`src/rtl/out_port_fifo.sv`:
```
// out_port_fifo: Mini SRC CPU output port, buffering OUT words in a small FIFO
// drained by an external device through a valid/ready handshake.
//
// Ports:
//   clock        in   1     system clock, rising edge
//   clear        in   1     synchronous active-high reset
//   BusMuxOut    in   32    CPU bus word to write
//   OutPortin    in   1     push request
//   OutPortData  out  32    head-of-FIFO word (0 when empty)
//   out_valid    out  1     OutPortData holds a valid word
//   out_ready    in   1     external device accepts the head word
//   out_full     out  1     FIFO holds DEPTH words
//   out_empty    out  1     FIFO holds no words
//   out_count    out  AW+1  words stored, 0..DEPTH
//   out_ovf      out  1     sticky overflow flag
//
// Build option: define OUTPORT_OVF_EN to make out_ovf latch refused pushes;
// otherwise out_ovf is tied low and refused pushes are silently dropped.
module out_port_fifo #(
    parameter int DEPTH = 4,
    parameter int AW    = 2
) (
    input  logic          clock,
    input  logic          clear,
    input  logic [31:0]   BusMuxOut,
    input  logic          OutPortin,
    output logic [31:0]   OutPortData,
    output logic          out_valid,
    input  logic          out_ready,
    output logic          out_full,
    output logic          out_empty,
    output logic [AW:0]   out_count,
    output logic          out_ovf
);
    logic [31:0]   mem [DEPTH];
    logic [AW-1:0] wr_ptr;
    logic [AW-1:0] rd_ptr;
    logic          push;
    logic          pop;

    assign out_empty   = out_count == '0;
    assign out_full    = out_count == (AW+1)'(DEPTH);
    assign out_valid   = !out_empty;
    assign OutPortData = out_empty ? 32'h0 : mem[rd_ptr];
    assign pop         = out_valid && out_ready;
    // A pop in the same cycle frees the slot, so a full FIFO can still take a push.
    assign push        = OutPortin && (!out_full || pop);

    always_ff @(posedge clock)
        if (push)
            mem[wr_ptr] <= BusMuxOut;

    // DEPTH is a power of two, so pointer wrap is plain binary overflow.
    always_ff @(posedge clock) begin
        if (clear) begin
            wr_ptr    <= '0;
            rd_ptr    <= '0;
            out_count <= '0;
        end else begin
            if (push)
                wr_ptr <= wr_ptr + AW'(1);
            if (pop)
                rd_ptr <= rd_ptr + AW'(1);
            if (push && !pop)
                out_count <= out_count + (AW+1)'(1);
            else if (pop && !push)
                out_count <= out_count - (AW+1)'(1);
        end
    end

`ifdef OUTPORT_OVF_EN
    logic ovf_q;

    always_ff @(posedge clock) begin
        if (clear)
            ovf_q <= 1'b0;
        else if (OutPortin && !push)
            ovf_q <= 1'b1;
    end

    assign out_ovf = ovf_q;
`else
    assign out_ovf = 1'b0;
`endif
endmodule
```
`config.mk`:
```
export PLATFORM = sky130hd
export DESIGN_NAME = out_port_fifo
export DESIGN_NICKNAME = d
export VERILOG_FILES = /design/src/rtl/out_port_fifo.sv
export SDC_FILE = /design/constraint.sdc
export NUM_CORES = 1
export LEC_CHECK = 0
export CORE_AREA = 2 2 138 140
export DETAILED_ROUTE_END_ITERATION = 10
export DIE_AREA = 0 0 140 142
export PLACE_DENSITY = 0.48
export SYNTH_ARGS = -nofsm -noshare
export SYNTH_HDL_FRONTEND = slang
export SYNTH_SLANG_ARGS = --single-unit
```
`constraint.sdc`:
```
create_clock -name clock -period 5.02 [get_ports clock]
set_input_delay 1.004 -clock clock [delete_from_list [all_inputs] [get_ports clock]]
set_output_delay 1.004 -clock clock [all_outputs]
set_load 0.01 [all_outputs]
```
Yosys cells after proc, flatten, opt, wreduce, memory -nomap -nowiden --
Memories as Yosys holds them, arrays and structs flattened. A register that Yosys moved wholly into a read port is not among the register bits. Cells that the tools add are included.
Cells by class: equal/unequal tests 1, mux-type cells 7, add/subtract/negate cells 4, reduce and logical (&&, ||, !) cells 11
Operators with widths (count):
- 2-to-1 mux 32 bit | 1
- 2-to-1 mux 3 bit | 2
- adder 2 x 1 -> 2 bit (second input constant) | 2
- logical AND 1 bit | 4
- zero test 1 bit | 4
- 2-to-1 mux 2 bit | 2
- adder 3 x 1 -> 3 bit (second input constant) | 1
- equality test 3 bit (second input constant) | 1
- zero test 3 bit | 1
- subtractor 3 x 1 -> 3 bit (second input constant) | 1
- 2-to-1 mux 1 bit | 2
- nonzero test 2 bit | 1
- logical OR 1 bit | 1
Word-level totals: bits in writable memories 128, memories kept 1, output and inout bits 39, register bits 7, logic and storage cells 27
Memory list:
- mem | depth 4, bits a word 32, rd ports 1, clocked after memory_dff 1, write ports 1, RTL line 35 | logic [31:0] mem [DEPTH];

Logic depth before layout (Yosys ltp) --
Gate-level depths: netlist of the first run.
word-level depth 9, mapped depth 8, mapped depth without buffers 8

Worst setup path after synthesis of the first run --
Ideal clock, no wire load.
path kind input-to-reg, from input out_ready, to register out_count[2], arrival time 2468 ps, slack 2481 ps, stages 8, required time 4950 ps, setup time 70 ps, buffers on the path 0, path through inv_1 a21boi_2 ha_1 inv_1 fa_1 xor2_1 or3_1 a21oi_1
Between the ends: word-level cells in the longest chain between the ends 6, elaborated cells on any way between the ends 9, classes of those cells mux (1); reduce/logical (8)
Ends and longest elaborated chain:
- from (decl) | RTL line 29 | input logic out_ready,
- logical AND 1 bit (*) | RTL line 45 | assign pop = out_valid && out_ready;
- logical OR 1 bit (*) | RTL line 47 | assign push = OutPortin && (!out_full || pop);
- logical AND 1 bit (*) | RTL line 47
- via push | RTL line 38 | logic push;
- zero test 1 bit | RTL line 66 | else if (pop && !push)
- logical AND 1 bit | RTL line 66
- nonzero test 2 bit (no line)
- to (signal assigned) | RTL line 65 | out_count <= out_count + (AW+1)'(1);
- to (signal assigned) | RTL line 67 | out_count <= out_count - (AW+1)'(1);
- to (decl) | RTL line 32 | output logic [AW:0] out_count,
Mark *: on every way through the listed nets, which the timed path passes. The rest lies on a longest branch. A chain may end at the register's enable or synchronous reset.

==> impl_metrics.sql, run 1 <==
INSERT INTO impl_metrics (metric_group, metric, value, unit) VALUES
('outcome', 'status', 'finished, violations left', ''),
('outcome', 'violations', 'DRC', ''),
('global_routing', 'total_routing_resource_utilization_after_global_routing', '11.3', '%'),
('sta', 'finalSetupViolCount', '0', ''),
('power', 'vdd_ir_drop_max', '0.232', 'mV'),
('floorplanning', 'area_of_the_die', '19900', 'um2'),
('power', 'leakagePower', '0.00225', 'uW'),
('global_routing', 'grt_remaining_overflow', '0', ''),
('finish', 'finish.instance_area', '6930', 'um2'),
('critical_path', 'setup.worst_path.start_class', 'flop', ''),
('floorplanning', 'num_rows', '50', ''),
('drt', 'total_wirelength', '10500', 'um'),
('global_routing', 'grt_first_pass_wirelength', '16100', 'um'),
('global_routing', 'antenna_found_initial', '0', ''),
('sta', 'worst_slack', '1.19', 'ns'),
('critical_path', 'r2r.worst_path.cells', '8', ''),
('sta', 'timing_max_transition_violations_final', '0', ''),
('drt', 'detail_route.vias_per_cell', '4.34', ''),
('sta', 'final.setup.tns', '0', 'ns'),
('critical_path', 'critical_path_arrival', '2.82', 'ns'),
('floorplanning', 'start_util', '29.4', '%'),
('clock_network', 'cts_sinks', '137', ''),
('clock_network', 'cts_tree', 'yes', ''),
('place', 'port_buffers', '73', ''),
('clock_network', 'htree_num_levels', '4', ''),
('drt', 'antenna_violation_net_count_after_detailed_routing', '0', ''),
('place', 'detailedPlace.worstSlack', '1.53', 'ns'),
('min_path', 'worstHoldStart', 'rd_ptr[1]', ''),
('logic_synthesis', 'synth_seq_area_share', '74.1', '%'),
('clock_network', 'max-clock-path-buffers', '2', ''),
('place', 'post-dp-hpwl', '6050', 'um'),
('floorplanning', 'fp.dieW', '140', 'um'),
('finish', 'fill_cells', '1678', ''),
('floorplanning', 'fp.coreArea', '18500', 'um2'),
('critical_path', 'regToRegStartpoint', 'out_count[0]', ''),
('drt', 'drt_drc_violations_left', '4', ''),
('critical_path', 'worst_path_largest_cell_delay', '0.73', 'ns'),
('clock_network', 'cts.reportedPaths.clkPinSlew', '0.05', 'ns'),
('clock_network', 'cts_root_buf', 'sky130_fd_sc_hd__clkbuf_16', ''),
('finish', 'final_util', '37.5', '%'),
('clock_network', 'cts-buffers-inserted', '17', ''),
('place', 'placed_cell_area', '6360', 'um2'),
('critical_path', 'crit_required', '4.02', 'ns'),
('clock_network', 'insertion_delay', '0.41', 'ns'),
('critical_path', 'crit_cells', '4', ''),
('global_routing', 'largest_net_degree_at_the_start_of_global_routing', '37', ''),
('logic_synthesis', 'ys_seq_elements', '137', ''),
('clock_network', 'cts.repair_timing.setup_buffer_count', '0', ''),
('sta', 'unrepaired_setup_endpoints_after_global_routing', 'no', ''),
('sta', 'fin_skew', '0.00531', 'ns'),
('critical_path', 'worst_setup_path_endpoint', 'OutPortData[31]', ''),
('floorplanning', 'dieHeight', '142', 'um'),
('power', 'power.density_cell_area', '552', 'nW/um2'),
('drt', 'detailroute.via_count', '2523', ''),
('critical_path', 'end_kind', 'primary output', ''),
('critical_path', 'reg2reg_setup_slack', '2.67', 'ns'),
('place', 'gp_routability_congestion', '0.642', ''),
('job', 'drv_cap', '0', ''),
('critical_path', 'worst_setup_path_category', 'reg -> out', ''),
('sta', 'finalHoldViolCount', '0', ''),
('drt', 'first_iter_violations', '122', ''),
('critical_path', 'worst-path-max-fanout', '17', ''),
('finish', 'flow.area_growth_from_synthesis', '27.6', '%'),
('sta', 'transition_time_of_the_tightest_slew_check_pin', '0.950', 'ns'),
('drt', 'drt_pass1_iterations', '9', ''),
('floorplanning', 'boundaryPins', '75', ''),
('sta', 'finalWorstPathRequiredPeriod', '3.83', 'ns'),
('finish', 'multi_input_area', '1280', 'um2'),
('logic_synthesis', 'ys_warn_count', '0', ''),
('clock_network', 'hold_buffers_post_cts', '0', ''),
('global_routing', 'first_global_vias', '2698', '');
## final cells by class
type                       count  area share [%]
sequential                   137            58.1
multi-input combinational    100            18.5
timing repair buffer          75            10.8
clock buffer                  18            6.19
tap                          234            4.23
clock inverter                13            1.95
inverter                       5           0.271
## placed cells by master, fill, tap and decap left out, types with 2 or more instances in the layout
cell type	synthesis	routed
sky130_fd_sc_hd__bufinv_16	0	3
sky130_fd_sc_hd__ha_1	5	5
sky130_fd_sc_hd__mux4_2	30	30
sky130_fd_sc_hd__mux4_1	2	2
sky130_fd_sc_hd__clkinv_1	0	4
sky130_fd_sc_hd__clkinv_2	0	6
sky130_fd_sc_hd__o21ai_0	2	2
sky130_fd_sc_hd__mux2i_1	2	2
sky130_fd_sc_hd__clkbuf_16	0	17
sky130_fd_sc_hd__edfxtp_1	128	128
sky130_fd_sc_hd__and2_2	0	4
sky130_fd_sc_hd__xor2_1	3	3
sky130_fd_sc_hd__nor2b_1	24	24
sky130_fd_sc_hd__nor2_1	6	6
sky130_fd_sc_hd__buf_4	1	2
sky130_fd_sc_hd__inv_1	5	5
sky130_fd_sc_hd__a21oi_1	2	2
sky130_fd_sc_hd__dfxtp_1	9	7
sky130_fd_sc_hd__nand2b_1	2	2
sky130_fd_sc_hd__dfxtp_2	0	2
sky130_fd_sc_hd__nor2b_4	8	8
sky130_fd_sc_hd__clkdlybuf4s50_1	0	73
sky130_fd_sc_hd__or3_1	2	2
## worst reg2reg max path: cells and delay by family, from the launching register on
family / cells / cell delay [ns]
fa+ha+maj: 2 / 0.64
buf+inv: 1 / 0.06
flops: 1 / 0.53
xor+xnor: 1 / 0.17
compound gates: 2 / 0.47
simple gates: 2 / 0.41
## cells in the mapped netlist, drive strengths merged
cell type	count	area (um2)
a21boi	1	11.3
a21oi	2	10.0
and2	4	25.0
buf	11	109
clkbuf	1	3.75
conb	1	3.75
dfxtp	9	180
edfxtp	128	3840
fa	1	20.0
ha	5	62.6
inv	5	18.8
mux2	1	11.3
mux2i	2	20.0
mux4	32	728
nand2	1	3.75
nand2b	2	12.5
nor2	6	22.5
nor2b	32	260
nor3	1	16.3
nor3b	1	12.5
o21ai	2	10.0
o31ai	1	7.51
or3	2	12.5
xor2	3	26.3
## layer usage
layer / global-route usage (%) / vias up / share of wire (%)
li1: - / 1168 / -
met1: 13.5 / 1287 / 43
met2: 19.1 / 58 / 52
met3: 3.30 / 10 / 3.5
met4: 5.10 / 0 / 1.2
met5: 0 / - / 0
## where the power goes
part	internal [uW]	leakage [uW]	switching [uW]
clock	764	0.000283	425
sequential	1370	0.00125	99.3
combinational	661	0.000722	513
total	2790	0.00225	1040
## worst min path at each step
stage	endpoint	slack, ns	cells after the start
after CTS	flop	0.48	2
after detailed placement	flop	0.47	2
after floorplan	flop	0.46	2
after global routing	flop	0.51	2
after global placement	flop	0.46	2
final	flop	0.48	2
## cell families after synthesis
family                     Yosys count  synth area share [%]
DFF                                137                  74.1
and+or+nand+nor                     49                  6.73
muxes                               35                  14.0
buffers and inverters               17                  2.42
adders and majority gates            6                  1.52
AOI/OAI and AO/OA                    6                 0.714
xor gates and xnor gates             3                 0.484
other                                1                0.0690
## through the flow
stage / total power (uW) / hold WS, ns
floorplan: 2170 / 0.459
global placement: 2700 / 0.464
detailed placement: 2700 / 0.473
CTS: 3900 / 0.481
global route: 4020 / 0.515
finish: 3830 / 0.482
## flip-flops by register name, summed over array words and instances (netlist names), named ones only
| name | cells |
|---|---|
| mem | 128 |
| out_count | 3 |
| rd_ptr | 2 |
| wr_ptr | 2 |
Note: power is estimated with default switching activity, not from simulation.
==> inputs of run 2 (changes only) <==
- clock period: 5.02 -> 3.83 ns (I/O delays scaled with it)
==> impl_metrics.sql, run 2 (synthesis results as in run 1) <==
INSERT INTO impl_metrics (metric_group, metric, value, unit) VALUES
('outcome', 'status', 'finished, violations left', ''),
('outcome', 'violations', 'DRC', ''),
('global_routing', 'grt_remaining_overflow', '0', ''),
('critical_path', 'critical-path-slowest-cell', 'sky130_fd_sc_hd__dfxtp_2', ''),
('finish', 'most-common-layout-cells', 'sky130_fd_sc_hd__edfxtp_1, sky130_fd_sc_hd__clkdlybuf4s50_1, sky130_fd_sc_hd__mux4_2, sky130_fd_sc_hd__nor2b_1, sky130_fd_sc_hd__clkbuf_16', ''),
('finish', 'layout.nets', '386', ''),
('critical_path', 'critical_path_arrival', '2.33', 'ns'),
('clock_network', 'cts-buffers-inserted', '17', ''),
('floorplanning', 'dieHeight', '142', 'um'),
('floorplanning', 'num_rows', '50', ''),
('finish', 'layout.area.seq', '4030', 'um2'),
('critical_path', 'end_kind', 'primary output', ''),
('clock_network', 'htree_num_levels', '4', ''),
('critical_path', 'worst-path-max-fanout', '18', ''),
('global_routing', 'total_routing_resource_utilization_after_global_routing', '11.2', '%'),
('sta', 'unrepaired_setup_endpoints_after_global_routing', 'no', ''),
('clock_network', 'cts_root_buf', 'sky130_fd_sc_hd__clkbuf_16', ''),
('critical_path', 'worst-path-buf-inv', '2', ''),
('place', 'detailedPlace.worstSlack', '0.791', 'ns'),
('power', 'netSwitchingPower', '1360', 'uW'),
('critical_path', 'setup.worst_path.start_class', 'flop', ''),
('min_path', 'worstHoldPathCells', '2', ''),
('sta', 'layout_worst_path_cycle_share', '80.9', '%'),
('floorplanning', 'fp.coreArea', '18500', 'um2'),
('sta', 'transition_time_of_the_tightest_slew_check_pin', '0.516', 'ns'),
('place', 'port_buffers', '73', ''),
('finish', 'biggest_regs', 'mem x128, out_count x3', ''),
('sta', 'final.setup.tns', '0', 'ns'),
('floorplanning', 'fp.dieW', '140', 'um'),
('finish', 'number_of_flip_flops_under_the_largest_register_name', '128', ''),
('sta', 'worst_slack', '0.731', 'ns'),
('drt', 'drt_drc_violations_left', '4', ''),
('clock_network', 'cts_sinks', '137', ''),
('power', 'sw_frac_of_total', '27.2', '%'),
('finish', 'finish.instance_area', '7010', 'um2'),
('critical_path', 'worst_path_largest_cell_delay', '0.65', 'ns'),
('finish', 'most_flops_register', 'mem', ''),
('finish', 'final_util', '38.0', '%'),
('sta', 'relSlewSlack', '65.6', '%'),
('finish', 'multi_input_area', '1280', 'um2'),
('clock_network', 'post_cts_resized', '0', ''),
('drt', 'detailroute.via_count', '2602', ''),
('drt', 'total_wirelength', '10400', 'um'),
('place', 'placed_cell_area', '6460', 'um2'),
('clock_network', 'max-clock-path-buffers', '2', ''),
('power', 'total_internal_power', '3630', 'uW'),
('floorplanning', 'area_of_the_die', '19900', 'um2'),
('power', 'vdd_ir_drop_max', '0.336', 'mV'),
('clock_network', 'cts.reportedPaths.clkPinSlew', '0.05', 'ns'),
('job', 'drv_cap', '0', ''),
('global_routing', 'antenna_found_initial', '1', ''),
('global_routing', 'first_global_vias', '2830', ''),
('place', 'post-dp-hpwl', '6600', 'um'),
('sta', 'finalHoldViolCount', '0', ''),
('power', 'power_frac_seq', '37.4', '%'),
('critical_path', 'r2r.worst_path.cells', '8', ''),
('critical_path', 'crit_path_cell_trace', 'buf_4 > mux4_2 > nor2b_1 > clkdlybuf4s50_1', ''),
('sta', 'finalSetupViolCount', '0', ''),
('clock_network', 'hold_buffers_post_cts', '0', ''),
('floorplanning', 'start_util', '29.4', '%'),
('drt', 'wl_per_cell', '17.6', 'um'),
('finish', 'flow.area_growth_from_synthesis', '29.0', '%'),
('global_routing', 'largest_net_degree_at_the_start_of_global_routing', '28', ''),
('clock_network', 'cts.repair_timing.setup_buffer_count', '0', ''),
('sta', 'finalWorstPathRequiredPeriod', '3.10', 'ns'),
('place', 'gp_routability_congestion', '0.664', ''),
('clock_network', 'cts_tree', 'yes', ''),
('drt', 'first_iter_violations', '206', ''),
('power', 'power.density_cell_area', '712', 'nW/um2'),
('sta', 'timing_max_transition_violations_final', '0', ''),
('critical_path', 'critPathTopFamily', 'buffers and inverters', ''),
('critical_path', 'crit_required', '3.06', 'ns'),
('finish', 'layout.cells.most_common', 'sky130_fd_sc_hd__edfxtp_1', ''),
('floorplanning', 'boundaryPins', '75', ''),
('drt', 'drt_pass1_iterations', '7', ''),
('finish', 'fill_cells', '1693', ''),
('sta', 'fin_skew', '0.00439', 'ns'),
('critical_path', 'crit_cells', '4', ''),
('drt', 'antenna_violation_net_count_after_detailed_routing', '0', ''),
('power', 'leakagePower', '0.00229', 'uW'),
('sta', 'timing.fmax', '0.323', 'GHz'),
('drt', 'detail_route.vias_per_cell', '4.40', ''),
('global_routing', 'grt_first_pass_wirelength', '16000', 'um'),
('power', 'power.combinational.fraction', '32.8', '%'),
('min_path', 'hp-class', 'reg -> reg', ''),
('finish', 'drive_gt1_share', '23.0', '%'),
('clock_network', 'insertion_delay', '0.41', 'ns'),
('finish', 'diodes', '0', ''),
('critical_path', 'worst_setup_path_category', 'reg -> out', ''),
('power', 'clock_power_share', '29.8', '%');
-- run 2: cell count changes in the layout (fill, tap and decap cells not counted) --
cell / before / now
sky130_fd_sc_hd__buf_4: 2 / 7
sky130_fd_sc_hd__buf_12: 0 / 3
sky130_fd_sc_hd__clkbuf_1: 1 / 3
sky130_fd_sc_hd__clkinv_2: 6 / 4
sky130_fd_sc_hd__bufinv_16: 3 / 2
sky130_fd_sc_hd__clkinv_1: 4 / 5
sky130_fd_sc_hd__clkinv_4: 0 / 1
-- run 2: layer usage --
metal  track usage [%]  wire length [um]  part of all wire (%)  vias up
met5                 0                 0                     0        -
met4              4.63               144                   1.4        0
met3              3.63               449                   4.3       12
met2              19.3              5440                    52       55
met1              13.0              4340                    42     1352
li1                  -                 -                     -     1183
-- run 2: layout make-up --
| cell class | count | area share (%) |
|---|---|---|
| repair buffers | 83 | 12.0 |
| well taps | 234 | 4.18 |
| multi-input cells | 100 | 18.3 |
| clock buffers | 20 | 6.23 |
| clock inverters | 12 | 1.54 |
| flip-flops and latches | 137 | 57.5 |
| inverters | 5 | 0.268 |
-- run 2: per-stage QoR --
step / power, uW / std cells / hold slack (ns)
after floorplan: 2850 / 254 / 0.459
after global placement: 3570 / 559 / 0.464
after detailed placement: 3580 / 559 / 0.496
after CTS: 5090 / 591 / 0.502
after global routing: 5250 / 591 / 0.556
final: 4990 / 591 / 0.506
-- run 2: final timing paths --
| check | from | slack (ns) | end |
|---|---|---|---|
| setup / recovery | flop | 0.73 | OutPortData[28] |
| setup reg to reg | out_count[0] | 1.52 | out_count[2] |
| hold reg to reg | rd_ptr[1] | 0.51 | flop |
| hold / removal | rd_ptr[1] | 0.51 | flop |
-- run 2: power by group through the flow --
stage	sequential, uW	clock (uW)	combinational [uW]
4_1_cts	1870	1530	1690
3_3_place_gp	1890	0	1680
6_report	1860	1490	1640
2_1_floorplan	1870	0	971
5_1_grt	1880	1600	1780
3_5_place_dp	1900	0	1680
-- run 2: worst register-to-register path: stages, from the launching register on --
cell and delay, ns:
sky130_fd_sc_hd__dfxtp_1 0.51, sky130_fd_sc_hd__nor3b_2 0.11, sky130_fd_sc_hd__a21boi_2 0.32, sky130_fd_sc_hd__ha_1 0.25, sky130_fd_sc_hd__inv_1 0.06, sky130_fd_sc_hd__fa_1 0.38, sky130_fd_sc_hd__xor2_1 0.17, sky130_fd_sc_hd__or3_1 0.30
sky130_fd_sc_hd__a21oi_1 0.14
==> inputs of run 3 (changes only) <==
- clock period: 3.83 -> 3.1 ns (I/O delays scaled with it)
==> impl_metrics.sql, run 3 (synthesis results as in run 1) <==
INSERT INTO impl_metrics (metric_group, metric, value, unit) VALUES
('global_routing', 'total_routing_resource_utilization_after_global_routing', '11.7', '%'),
('finish', 'flow.area_growth_from_synthesis', '29.6', '%'),
('critical_path', 'critical_path_arrival', '2.25', 'ns'),
('finish', 'layout.area.seq', '4030', 'um2'),
('drt', 'met2WireLength', '5570', 'um'),
('floorplanning', 'fp.dieW', '140', 'um'),
('clock_network', 'cts_sinks', '137', ''),
('critical_path', 'worst-path-max-fanout', '9', ''),
('finish', 'layout.nets', '390', ''),
('finish', 'multi_input_area', '1280', 'um2'),
('outcome', 'status', 'finished, violations left', ''),
('floorplanning', 'num_rows', '50', ''),
('sta', 'fin_skew', '0.00708', 'ns'),
('critical_path', 'regToRegStartpoint', 'out_count[0]', ''),
('place', 'placed_cell_area', '6540', 'um2'),
('finish', 'final_util', '38.1', '%'),
('drt', 'drt_drc_violations_left', '2', ''),
('sta', 'finalWorstPathRequiredPeriod', '2.87', 'ns'),
('global_routing', 'largest_net_degree_at_the_start_of_global_routing', '26', ''),
('finish', 'drive_gt1_share', '22.7', '%'),
('sta', 'layout_worst_path_cycle_share', '92.5', '%'),
('floorplanning', 'dieHeight', '142', 'um'),
('floorplanning', 'boundaryPins', '75', ''),
('min_path', 'worstHoldStart', 'rd_ptr[1]', ''),
('clock_network', 'cts.reportedPaths.clkPinSlew', '0.05', 'ns'),
('finish', 'final-instance-count-excl-fill', '591', ''),
('place', 'gp_routability_congestion', '0.675', ''),
('finish', 'diodes', '0', ''),
('global_routing', 'grt_remaining_overflow', '0', ''),
('finish', 'biggest_regs', 'mem x128, out_count x3', ''),
('outcome', 'violations', 'DRC', ''),
('finish', 'fill_cells', '1679', ''),
('clock_network', 'cts_tree', 'yes', ''),
('drt', 'detail_route.vias_per_cell', '4.50', ''),
('place', 'post-dp-hpwl', '6760', 'um'),
('critical_path', 'r2r.worst_path.cells', '7', ''),
('place', 'dp.cells', '563', ''),
('drt', 'wl_met1', '4470', 'um'),
('drt', 'uppermost_layer_routed', 'met4', ''),
('job', 'drv_cap', '0', ''),
('drt', 'total_wirelength', '10700', 'um'),
('global_routing', 'first_global_vias', '2857', ''),
('global_routing', 'grt_first_pass_wirelength', '16700', 'um'),
('sta', 'final.setup.tns', '0', 'ns'),
('clock_network', 'max-clock-path-buffers', '2', ''),
('clock_network', 'htree_num_levels', '4', ''),
('power', 'power.density_cell_area', '870', 'nW/um2'),
('power', 'leakagePower', '0.00230', 'uW'),
('drt', 'wl_met3', '474', 'um'),
('floorplanning', 'area_of_the_die', '19900', 'um2'),
('global_routing', 'antenna_found_initial', '0', ''),
('critical_path', 'crit_required', '2.48', 'ns'),
('clock_network', 'cts.repair_timing.setup_buffer_count', '0', ''),
('min_path', 'hp-class', 'reg -> reg', ''),
('clock_network', 'insertion_delay', '0.41', 'ns'),
('drt', 'first_iter_violations', '158', ''),
('sta', 'finalHoldViolCount', '0', ''),
('finish', 'number_of_flip_flops_under_the_largest_register_name', '128', ''),
('finish', 'layout.cells.most_common', 'sky130_fd_sc_hd__edfxtp_1', ''),
('drt', 'drt_pass1_iterations', '10', ''),
('critical_path', 'worst_setup_path_category', 'reg -> out', ''),
('sta', 'timing_max_transition_violations_final', '0', ''),
('power', 'vdd_ir_drop_max', '0.422', 'mV'),
('sta', 'finalSetupViolCount', '0', ''),
('clock_network', 'hold_buffers_post_cts', '0', ''),
('floorplanning', 'start_util', '29.4', '%'),
('sta', 'timing.fmax', '0.349', 'GHz'),
('critical_path', 'r2r_end', 'out_count[2]', ''),
('critical_path', 'setup.worst_path.start_class', 'flop', ''),
('finish', 'most-common-layout-cells', 'sky130_fd_sc_hd__edfxtp_1, sky130_fd_sc_hd__clkdlybuf4s50_1, sky130_fd_sc_hd__mux4_2, sky130_fd_sc_hd__nor2b_1, sky130_fd_sc_hd__clkbuf_16', ''),
('place', 'port_buffers', '73', ''),
('drt', 'antenna_violation_net_count_after_detailed_routing', '0', ''),
('finish', 'finish.instance_area', '7040', 'um2'),
('floorplanning', 'fp.coreArea', '18500', 'um2'),
('drt', 'wl_per_cell', '18.1', 'um'),
('sta', 'unrepaired_setup_endpoints_after_global_routing', 'no', ''),
('critical_path', 'end_kind', 'primary output', ''),
('clock_network', 'cts-buffers-inserted', '17', ''),
('finish', 'most_flops_register', 'mem', ''),
('clock_network', 'cts_root_buf', 'sky130_fd_sc_hd__clkbuf_16', ''),
('drt', 'detailroute.via_count', '2661', ''),
('critical_path', 'reg2reg_setup_slack', '0.90', 'ns'),
('power', 'design_power', '6130', 'uW'),
('min_path', 'worstHoldPathCells', '2', '');
-- run 3: changes by cell type in the layout (fill, tap and decap cells not counted) --
cell / before / now
sky130_fd_sc_hd__buf_12: 3 / 7
sky130_fd_sc_hd__dfxtp_4: 0 / 1
sky130_fd_sc_hd__clkinv_1: 5 / 7
sky130_fd_sc_hd__clkinv_2: 4 / 1
sky130_fd_sc_hd__clkbuf_1: 3 / 2
sky130_fd_sc_hd__clkinv_4: 1 / 0
sky130_fd_sc_hd__dfxtp_2: 2 / 1
sky130_fd_sc_hd__bufinv_16: 2 / 1
-- run 3: metal layers --
| layer | up-vias | GRT usage (%) |
|---|---|---|
| met1 | 1393 | 14.0 |
| met4 | 0 | 4.94 |
| met2 | 66 | 19.9 |
| met5 | - | 0 |
| met3 | 14 | 3.20 |
| li1 | 1188 | - |
-- run 3: per-stage QoR --
stage | setup slack (ns) | hold WS (ns)
after floorplan | 0.902 | 0.459
after global placement | 0.492 | 0.462
after detailed placement | 0.431 | 0.478
after CTS | 0.0494 | 0.488
after global routing | 0.103 | 0.508
final | 0.233 | 0.486
-- run 3: layout make-up --
cell class,count,share of cell area (%)
clock buffers,19,6.15
inverters,5,0.267
well taps,234,4.16
clock inverters,9,0.871
flip-flops and latches,137,57.2
repair buffers,87,13.1
multi-input cells,100,18.2
-- run 3: worst max-delay path, cell delays in order (launching register included) --
cell and delay (ns):
sky130_fd_sc_hd__dfxtp_4 0.46, sky130_fd_sc_hd__buf_4 0.24, sky130_fd_sc_hd__mux4_2 0.51, sky130_fd_sc_hd__nor2b_1 0.14, sky130_fd_sc_hd__clkdlybuf4s50_1 0.48
-- run 3: power by group --
part           leakage [uW]  internal, uW  total, uW  switching, uW
clock              0.000241          1060       1720            660
combinational      0.000808          1170       2080            906
sequential          0.00125          2210       2330            118
total               0.00230          4440       6130           1680
-- run 3: worst max-delay path by stage --
stage	from	to	slack, ns	depth (start not counted)
floorplan	out_count[0]	out_count[2]	0.90	8
global placement	out_ready	out_count[2]	0.49	9
detailed placement	out_ready	out_count[2]	0.43	9
CTS	flop	OutPortData[10]	0.05	4
global route	flop	OutPortData[10]	0.10	4
finish	flop	OutPortData[10]	0.23	4
-- run 3: what timing repair did --
action / 4_1_cts / 5_1_grt
gates resized for setup: 0 / 1
setup endpoints to repair: 0 / 6
hold endpoints to repair: 0 / 0
